===== src/rtl/uart_cmd_responder_pkg.sv =====
`default_nettype none
// ============================================================================
// Module   : uart_cmd_responder_pkg
// Purpose  : Shared frame constants, status codes and FSM encoding for the
//            UART command responder.
// Revision : 1.0
// ============================================================================
package uart_cmd_responder_pkg;

    localparam logic [7:0] SOF_REQ = 8'hA5;
    localparam logic [7:0] SOF_RSP = 8'h5A;

    localparam logic [7:0] CMD_WRITE = 8'h01;
    localparam logic [7:0] CMD_READ  = 8'h02;
    localparam logic [7:0] CMD_PING  = 8'h03;

    localparam logic [7:0] STATUS_OK       = 8'h00;
    localparam logic [7:0] STATUS_BAD_CHK  = 8'h01;
    localparam logic [7:0] STATUS_BAD_CMD  = 8'h02;
    localparam logic [7:0] STATUS_BAD_ADDR = 8'h03;

    localparam int REG_DEPTH = 16;
    localparam int REG_AW    = 4;

    typedef enum logic [2:0] {
        ST_IDLE     = 3'd0,
        ST_GET_CMD  = 3'd1,
        ST_GET_ADDR = 3'd2,
        ST_GET_DATA = 3'd3,
        ST_GET_CHK  = 3'd4,
        ST_EXEC     = 3'd5,
        ST_TX_START = 3'd6,
        ST_TX_WAIT  = 3'd7
    } state_t;

    function automatic logic [7:0] frame_chk(input logic [7:0] a,
                                             input logic [7:0] b,
                                             input logic [7:0] c);
        return a ^ b ^ c;
    endfunction

    function automatic logic [7:0] sat_inc8(input logic [7:0] v);
        return (v == 8'hFF) ? v : v + 8'd1;
    endfunction

endpackage
`default_nettype wire


===== src/rtl/uart_resp_regfile.sv =====
`default_nettype none
// ============================================================================
// Module   : uart_resp_regfile
// Purpose  : 16x8 register file, synchronous write, asynchronous read, with a
//            live tap of register 0.
// Revision : 1.0
// ============================================================================
module uart_resp_regfile
    import uart_cmd_responder_pkg::*;
(
    input  logic              clk,
    input  logic              rst,
    input  logic              i_we,
    input  logic [REG_AW-1:0] i_waddr,
    input  logic [7:0]        i_wdata,
    input  logic [REG_AW-1:0] i_raddr,
    output logic [7:0]        o_rdata,
    output logic [7:0]        o_cfg
);

    logic [7:0] r_mem [REG_DEPTH];

    always_ff @(posedge clk) begin
        if (rst) begin
            for (int i = 0; i < REG_DEPTH; i++) begin
                r_mem[i] <= 8'h00;
            end
        end else if (i_we) begin
            r_mem[i_waddr] <= i_wdata;
        end
    end

    assign o_rdata = r_mem[i_raddr];
    assign o_cfg   = r_mem[0];

endmodule
`default_nettype wire


===== src/rtl/uart_cmd_responder.sv =====
`default_nettype none
// ============================================================================
// Module   : uart_cmd_responder
// Purpose  : Parses 5-byte request frames from the UART receiver, executes
//            them on a 16x8 register file and sends a 5-byte reply frame.
// Revision : 1.0
// ============================================================================
module uart_cmd_responder
    import uart_cmd_responder_pkg::*;
#(
    parameter int         TIMEOUT_CYCLES = 500000,
    parameter logic [7:0] VERSION        = 8'h25
) (
    input  logic       MAX10_CLK1_50,
    input  logic       reset,
    input  logic [7:0] rx_data,
    input  logic       rx_ready,
    output logic [7:0] tx_data,
    output logic       tx_start,
    input  logic       tx_busy,
    output logic [7:0] cfg_out,
    output logic [7:0] err_cnt
);

    localparam int c_to_width = (TIMEOUT_CYCLES > 1) ? $clog2(TIMEOUT_CYCLES) : 1;
    localparam logic [c_to_width-1:0] c_to_last = c_to_width'(TIMEOUT_CYCLES - 1);
    localparam logic [7:0] c_depth = 8'(REG_DEPTH);

    state_t                r_state;
    logic [7:0]            r_cmd;
    logic [7:0]            r_addr;
    logic [7:0]            r_data;
    logic [7:0]            r_chk;
    logic [c_to_width-1:0] r_to_cnt;
    logic [2:0]            r_idx;
    logic                  r_guard;
    logic [7:0]            r_buf [5];
    logic [7:0]            r_tx_data;
    logic                  r_tx_start;
    logic [7:0]            r_err_cnt;

    logic [7:0] w_status;
    logic [7:0] w_rdata;
    logic [7:0] w_rf_rdata;
    logic       w_we;

    uart_resp_regfile u_regfile (
        .clk     (MAX10_CLK1_50),
        .rst     (reset),
        .i_we    (w_we),
        .i_waddr (r_addr[REG_AW-1:0]),
        .i_wdata (r_data),
        .i_raddr (r_addr[REG_AW-1:0]),
        .o_rdata (w_rf_rdata),
        .o_cfg   (cfg_out)
    );

    // Error precedence: checksum, then command, then address (PING has no address).
    always_comb begin
        w_status = STATUS_OK;
        w_rdata  = 8'h00;
        if (frame_chk(r_cmd, r_addr, r_data) != r_chk) begin
            w_status = STATUS_BAD_CHK;
        end else if (r_cmd != CMD_WRITE && r_cmd != CMD_READ && r_cmd != CMD_PING) begin
            w_status = STATUS_BAD_CMD;
        end else if (r_cmd != CMD_PING && r_addr >= c_depth) begin
            w_status = STATUS_BAD_ADDR;
        end
        if (w_status == STATUS_OK) begin
            case (r_cmd)
                CMD_READ:  w_rdata = w_rf_rdata;
                CMD_WRITE: w_rdata = r_data;
                CMD_PING:  w_rdata = VERSION;
                default:   w_rdata = 8'h00;
            endcase
        end
    end

    assign w_we = (r_state == ST_EXEC) && (w_status == STATUS_OK) && (r_cmd == CMD_WRITE);

    always_ff @(posedge MAX10_CLK1_50) begin
        if (reset) begin
            r_state    <= ST_IDLE;
            r_cmd      <= 8'h00;
            r_addr     <= 8'h00;
            r_data     <= 8'h00;
            r_chk      <= 8'h00;
            r_to_cnt   <= '0;
            r_idx      <= 3'd0;
            r_guard    <= 1'b0;
            r_tx_data  <= 8'h00;
            r_tx_start <= 1'b0;
            r_err_cnt  <= 8'h00;
            for (int i = 0; i < 5; i++) begin
                r_buf[i] <= 8'h00;
            end
        end else begin
            case (r_state)
                ST_IDLE: begin
                    if (rx_ready && rx_data == SOF_REQ) begin
                        r_state  <= ST_GET_CMD;
                        r_to_cnt <= '0;
                    end
                end

                ST_GET_CMD, ST_GET_ADDR, ST_GET_DATA, ST_GET_CHK: begin
                    if (rx_ready) begin
                        r_to_cnt <= '0;
                        case (r_state)
                            ST_GET_CMD:  begin r_cmd  <= rx_data; r_state <= ST_GET_ADDR; end
                            ST_GET_ADDR: begin r_addr <= rx_data; r_state <= ST_GET_DATA; end
                            ST_GET_DATA: begin r_data <= rx_data; r_state <= ST_GET_CHK;  end
                            default:     begin r_chk  <= rx_data; r_state <= ST_EXEC;     end
                        endcase
                    end else if (r_to_cnt == c_to_last) begin
                        r_state   <= ST_IDLE;
                        r_err_cnt <= sat_inc8(r_err_cnt);
                    end else begin
                        r_to_cnt <= r_to_cnt + 1'b1;
                    end
                end

                // The first reply byte is launched here so tx_start lands one cycle after EXEC.
                ST_EXEC: begin
                    r_buf[0]   <= SOF_RSP;
                    r_buf[1]   <= r_cmd;
                    r_buf[2]   <= w_status;
                    r_buf[3]   <= w_rdata;
                    r_buf[4]   <= frame_chk(r_cmd, w_status, w_rdata);
                    r_idx      <= 3'd0;
                    r_tx_data  <= SOF_RSP;
                    r_tx_start <= 1'b1;
                    r_state    <= ST_TX_START;
                    if (w_status == STATUS_BAD_CHK) begin
                        r_err_cnt <= sat_inc8(r_err_cnt);
                    end
                end

                ST_TX_START: begin
                    r_tx_start <= 1'b0;
                    r_guard    <= 1'b1;
                    r_state    <= ST_TX_WAIT;
                end

                // tx_busy only rises the cycle after tx_start, so skip one cycle first.
                ST_TX_WAIT: begin
                    if (r_guard) begin
                        r_guard <= 1'b0;
                    end else if (!tx_busy) begin
                        if (r_idx == 3'd4) begin
                            r_state <= ST_IDLE;
                        end else begin
                            r_idx      <= r_idx + 3'd1;
                            r_tx_data  <= r_buf[r_idx + 3'd1];
                            r_tx_start <= 1'b1;
                            r_state    <= ST_TX_START;
                        end
                    end
                end

                default: r_state <= ST_IDLE;
            endcase
        end
    end

    assign tx_data  = r_tx_data;
    assign tx_start = r_tx_start;
    assign err_cnt  = r_err_cnt;

endmodule
`default_nettype wire


===== config.mk =====
export PLATFORM = sky130hd
export DESIGN_NAME = uart_cmd_responder
export DESIGN_NICKNAME = d
export VERILOG_FILES = /design/src/rtl/uart_cmd_responder_pkg.sv /design/src/rtl/uart_resp_regfile.sv /design/src/rtl/uart_cmd_responder.sv
export SDC_FILE = /design/constraint.sdc
export NUM_CORES = 1
export LEC_CHECK = 0
export ABC_CLOCK_PERIOD_IN_PS = 5600
export CAP_MARGIN = 10
export CORE_MARGIN = 10
export CORE_UTILIZATION = 65
export CTS_BUF_LIST = sky130_fd_sc_hd__clkbuf_16
export CTS_CLUSTER_SIZE = 14
export DETAILED_ROUTE_END_ITERATION = 16
export HOLD_SLACK_MARGIN = 0.08
export PLACE_DENSITY = 0.83
export SYNTH_ARGS = -nofsm -noshare
export SYNTH_HDL_FRONTEND = slang
export SYNTH_SLANG_ARGS = --single-unit

===== constraint.sdc =====
create_clock -name MAX10_CLK1_50 -period 5.6 [get_ports MAX10_CLK1_50]
set_clock_uncertainty 0.2 [all_clocks]
set_input_delay 0.56 -clock MAX10_CLK1_50 [delete_from_list [all_inputs] [get_ports MAX10_CLK1_50]]
set_output_delay 0.56 -clock MAX10_CLK1_50 [all_outputs]
set_load 0.01 [all_outputs]

Word-level counts from Yosys, hierarchy flattened --
Memory sizes are Yosys's and may differ from the RTL's. A register that Yosys moved wholly into a read port is not among the register bits. Cells that the tools add are included.
Storage, ports and cells: bits in registers 75, bits in writable memories 168, bits of input ports 12, output and inout bits 25, word-level logic and storage cells 133, memories kept 2
Operators by class: $add $sub $neg 3, magnitude comparators 1, eq/ne operators 28, muxes and demuxes 53, bitwise gates (word level) 10, reduce and logical (&&, ||, !) cells 25
Memories:
- u_regfile.r_mem | depth 16, width 8, read ports 2, clocked after memory_dff 1, write ports 16, line uart_resp_regfile.sv:21 | logic [7:0] r_mem [REG_DEPTH];
- r_buf | depth 5, width 8, read ports 1, clocked after memory_dff 0, write ports 5, line uart_cmd_responder.sv:37 | logic [7:0] r_buf [5];
Operators by type and width (number):
- $mux W8 | 14
- $mux W19 | 3
- $pmux W19 S2 | 1
- $pmux W8 S2 | 2
- $xor A8 B8 Y8 | 4
- $mux W3 | 9
- $pmux W8 S3 | 1
- $add A19 B1 Y19 const B | 1
- $eq A19 B19 Y1 const B | 1
- $eq A8 B1 Y1 const B | 2
- $eq A8 B2 Y1 const B | 2
- $eq A8 B8 Y1 const B | 2
- $ne A8 B2 Y1 const B | 2
- $reduce_and A4 Y1 | 4
- $eq A3 B3 Y1 const B | 5
- $pmux W3 S5 | 1
- $reduce_and A3 Y1 | 5
- $mux W1 | 12
- $mux W4 | 3
- $ne A2 B2 Y1 const B | 6
- $pmux W3 S3 | 1
- $add A8 B1 Y8 const B | 1
- $ge A8 B5 Y1 const B | 1
- $logic_not A8 Y1 | 1
- 20 further kinds | 36

Logic depth before layout (Yosys ltp) --
depth after elaboration 13, depth in mapped cells 10, depth with buffers taken out 8

Cells and area by module --
Synthesis repeated with hierarchy kept, for this count alone.
Unflattened totals: cells, all modules 962, area total of the unflattened synthesis 10909.2 sq um
Modules (own cells, without submodules):
- uart_resp_regfile | times used 1, cells an instance 375, area each 5861.9 sq um, seq. area each 3843.7 sq um
- uart_cmd_responder | times used 1, cells an instance 587, area each 5047.3 sq um, seq. area each 2312.2 sq um

Least setup slack after synthesis --
Ideal clock, no wire load.
kind register to register, from register r_cmd[7], to memory u_regfile.r_mem[13][0], enable pin, library setup time 0.375 ns, data arrival time 2.485 ns, data required time 5.025 ns, setup slack 2.541 ns, stages on the path, launching flop included 7, path buffers 0, period minus slack after synthesis 3.059 ns, cell sequence dfxtp_1 > or4_1 > or3_4 > a21oi_4 > nor4b_4 > nand4b_2 > o21bai_1
RTL lines:
- start: declaration | line uart_cmd_responder.sv:30 | logic [7:0] r_cmd;
- start signal: assignment | line uart_cmd_responder.sv:84 | r_cmd <= 8'h00;
- start signal: assignment | line uart_cmd_responder.sv:110 | ST_GET_CMD: begin r_cmd <= rx_data; r_state <= ST_GET_ADDR; end
- end: declaration | line uart_resp_regfile.sv:21

==> key figures <==
Layout
  • Antenna diodes: 0
  • Area delta synth->final: 11.49%
  • Non-Filler Instances: 1252
  • Nets: 1029
  • Share of cells above drive strength 1: 10.66%

Global routing
  • First-pass GRT wire length: 42610 um
  • Tot GR Track Use: 24.16%
  • Vias in the first global route: 7533
  • Congestion Overflow GR: 0
  • Initial antenna violation count: 0
  • Pin count of the biggest net entering global routing: 84

Critical path
  • Crit Path Max Fanout: 36
  • Setup crit end kind: flip-flop
  • Worst path slowest cell: o21bai_1
  • Worst path cell trace: or4_1, or3_4, a21oi_4, nor4b_4, nand4_2, o21bai_1
  • Startpoint Class: flip-flop
  • Top delay family on crit path: simple AND/OR/NAND/NOR gates
  • Critical path data arrival time: 4.18 ns
  • Max stage delay on crit path: 0.97 ns
  • Critical path class: reg -> reg
  • WP data required: 5.54 ns
  • Worst Path Buf+Inv: 0

Synthesis
  • Yosys top cell by area: edfxtp_1
  • Top cell type's share of synthesized area: 42.57%
  • Most common cell in the synthesized netlist: nor2_1
  • Async S/R FF share, synth: 0%
  • Synth cell count leaders: nor2_1 (193), edfxtp_1 (155), nand2_1 (125)
  • Net Count, Synth: 1024
  • Ys Warns: 0
  • Sequential element share of the synthesized area: 57.04%
  • Adder-cell share of the synthesized area: 0.4578%
  • Synth Area in XOR/XNOR: 3.285%
  • Main combinational cell family by area after synthesis: simple AND/OR/NAND/NOR gates
  • Syn Inst Count: 1008
  • Synth area leaders: edfxtp_1 (43%), dfxtp_1 (14%), nor2_1 (6.6%)
  • Complex-gate fraction of the synthesized area: 8.080%
  • Seq cells post-synth: 234
  • Post-synthesis simple-gate area fraction: 19.04%
  • Mapped Area: 10930 um^2
  • Primary FF master, synth: edfxtp_1
  • Syn_area_per_cell: 10.85 um^2
  • Post-synthesis mux area share: 9.396%
  • Post-synth EDFFs: 155
  • Netlist cell types: 63

STA
  • Endpoints failing setup: 0
  • RSZ-0062 raised after global routing: false
  • Worst-Margin Slew: 1.165 ns
  • Crit share post-route: 75.83%
  • Max Fclk: 235.5 MHz
  • Setup_tns: 0 ns
  • Max-slew headroom: 22.32%
  • Hold Vio Cnt, Final: 0
  • Setup ws final: 1.354 ns
  • Min Tclk post-route: 4.246 ns
  • Final Max Tran Viols: 0

Floorplan
  • Row Count: 47
  • Core area: 16520 um^2
  • Die area: 22410 um^2
  • Starting Density: 66.16%
  • Die Height: 149.7 um
  • Die Span X: 149.7 um
  • I/O pins: 37

Clocking
  • H-tree depth: 1
  • Clock-pin slew on the worst setup and hold paths: 0.06 ns
  • Hold_buf cts: 0
  • Gates resized, CTS repair: 0
  • Clock buffer depth: 3
  • CTS Sinks: 234
  • CTS buffer count: 25
  • Setup repair bufs after CTS: 0
  • Clock root cell: clkbuf_16
  • Worst-Skew Late Latency: 0.52 ns
  • CTS tree: built

Drt
  • Final WL: 27050 um
  • Antenna Nets Post-Route: 0
  • DR iter-0 viols: 1140
  • Via count: 8039
  • TritonRoute pass-1 iters: 6
  • Vias per inst: 6.421
  • WL/cell: 21.61 um
  • Final routed DRC violation total: 0

Place
  • Place WS: 1.471 ns
  • Routability cong.: 0.9211
  • # placed instances: 1204
  • Count of input and output buffers: 36
  • HPWL after detailed placement: 18490 um

Pwr
  • Cell Pwr Density: 350.9 nW/um^2
  • Design Power: 4.277 mW
  • Worst ir drop on vdd: 0.0003508 V
  • Leakage: 3.869 nW

Run status
  • Status: complete, no violations

Min path
  • Hold Path Class: reg -> reg

Flow run
  • # Max-Cap Violations: 0
-- layout by cell type (no fill, tap or decap), types with 15 or more instances in the layout --
| cell | netlist | layout |
|---|---|---|
| nand3_1 | 25 | 25 |
| o21bai_1 | 23 | 23 |
| nor2_1 | 193 | 193 |
| a21oi_1 | 62 | 62 |
| mux2i_1 | 16 | 16 |
| dfxtp_1 | 79 | 78 |
| clkdlybuf4s50_1 | 0 | 35 |
| mux2_2 | 15 | 15 |
| nor3_1 | 24 | 24 |
| nand2_1 | 125 | 125 |
| xnor2_1 | 34 | 34 |
| mux4_2 | 31 | 31 |
| edfxtp_1 | 155 | 155 |
| clkbuf_16 | 0 | 25 |
-- metal layers --
layer / vias to the layer above / track usage [%] / wire, um
met4: 0 / 8.406 / 988
li1: 3618 / - / -
met3: 71 / 5.133 / 2853
met1: 3852 / 33.16 / 10410
met2: 498 / 37.51 / 12800
met5: - / 0 / 0
-- metrics by stage --
step / cell area, um^2 / utilization (%) / hold WS (ns)
6_report: 12190 / 73.76 / 0.2772
5_1_grt: 12190 / 73.76 / 0.2915
4_1_cts: 12160 / 73.60 / 0.2763
3_5_place_dp: 11350 / 68.68 / 0.2685
3_3_place_gp: 11350 / 68.68 / 0.2398
2_1_floorplan: 10930 / - / 0.2481
-- where the power goes --
group	leakage [nW]	switching [mW]	internal [mW]
Clock	0.403	0.665	0.954
Combinational	1.23	0.399	0.237
Sequential	2.24	0.0982	1.92
-- kinds of logic after synthesis --
| logic type | count (synthesis) |
|---|---|
| AND/OR/NAND/NOR | 455 |
| XOR/XNOR | 41 |
| AO/OA/AOI/OAI | 138 |
| adder cells (fa/ha/maj) | 4 |
| flip-flops | 234 |
| multiplexers | 62 |
| buffers and inverters | 74 |
-- final cells by class --
type,count,area [um^2]
Sequential cell,234,6237
Multi-Input combinational cell,700,4402
Fill cell,1108,4335
Clock buffer,25,625.6
Timing Repair Buffer,45,435.4
Tap cell,220,275.3
Clock inverter,21,187.7
Inverter,7,26.28
-- worst reg2reg max path: stages (launching register included) --
cell      delay, ns
dfxtp_1        0.34
or4_1          0.57
or3_4          0.40
a21oi_4        0.18
nor4b_4        0.39
nand4_2        0.81
o21bai_1       0.97
-- registers in the layout, indices dropped and copies added (netlist names), named ones only --
signal,count
r_data,8
r_guard,1
tx_start,1
r_to_cnt,19
err_cnt,8
r_chk,8
r_state,3
r_cmd,8
tx_data,8
r_buf,27
r_idx,3
u_regfile.r_mem,128
r_addr,8
-- path summary, 6_finish.rpt --
check,end,slack (ns),cells after the start,startpoint
worst max-delay path,u_regfile.r_mem[7][1],1.35,6,r_cmd[6]
worst min-delay path,r_chk[1],0.28,2,r_chk[1]
worst max register to register,u_regfile.r_mem[7][1],1.35,6,r_cmd[6]
worst min register to register,r_chk[1],0.28,2,r_chk[1]
(Power assumes the default switching activity.)
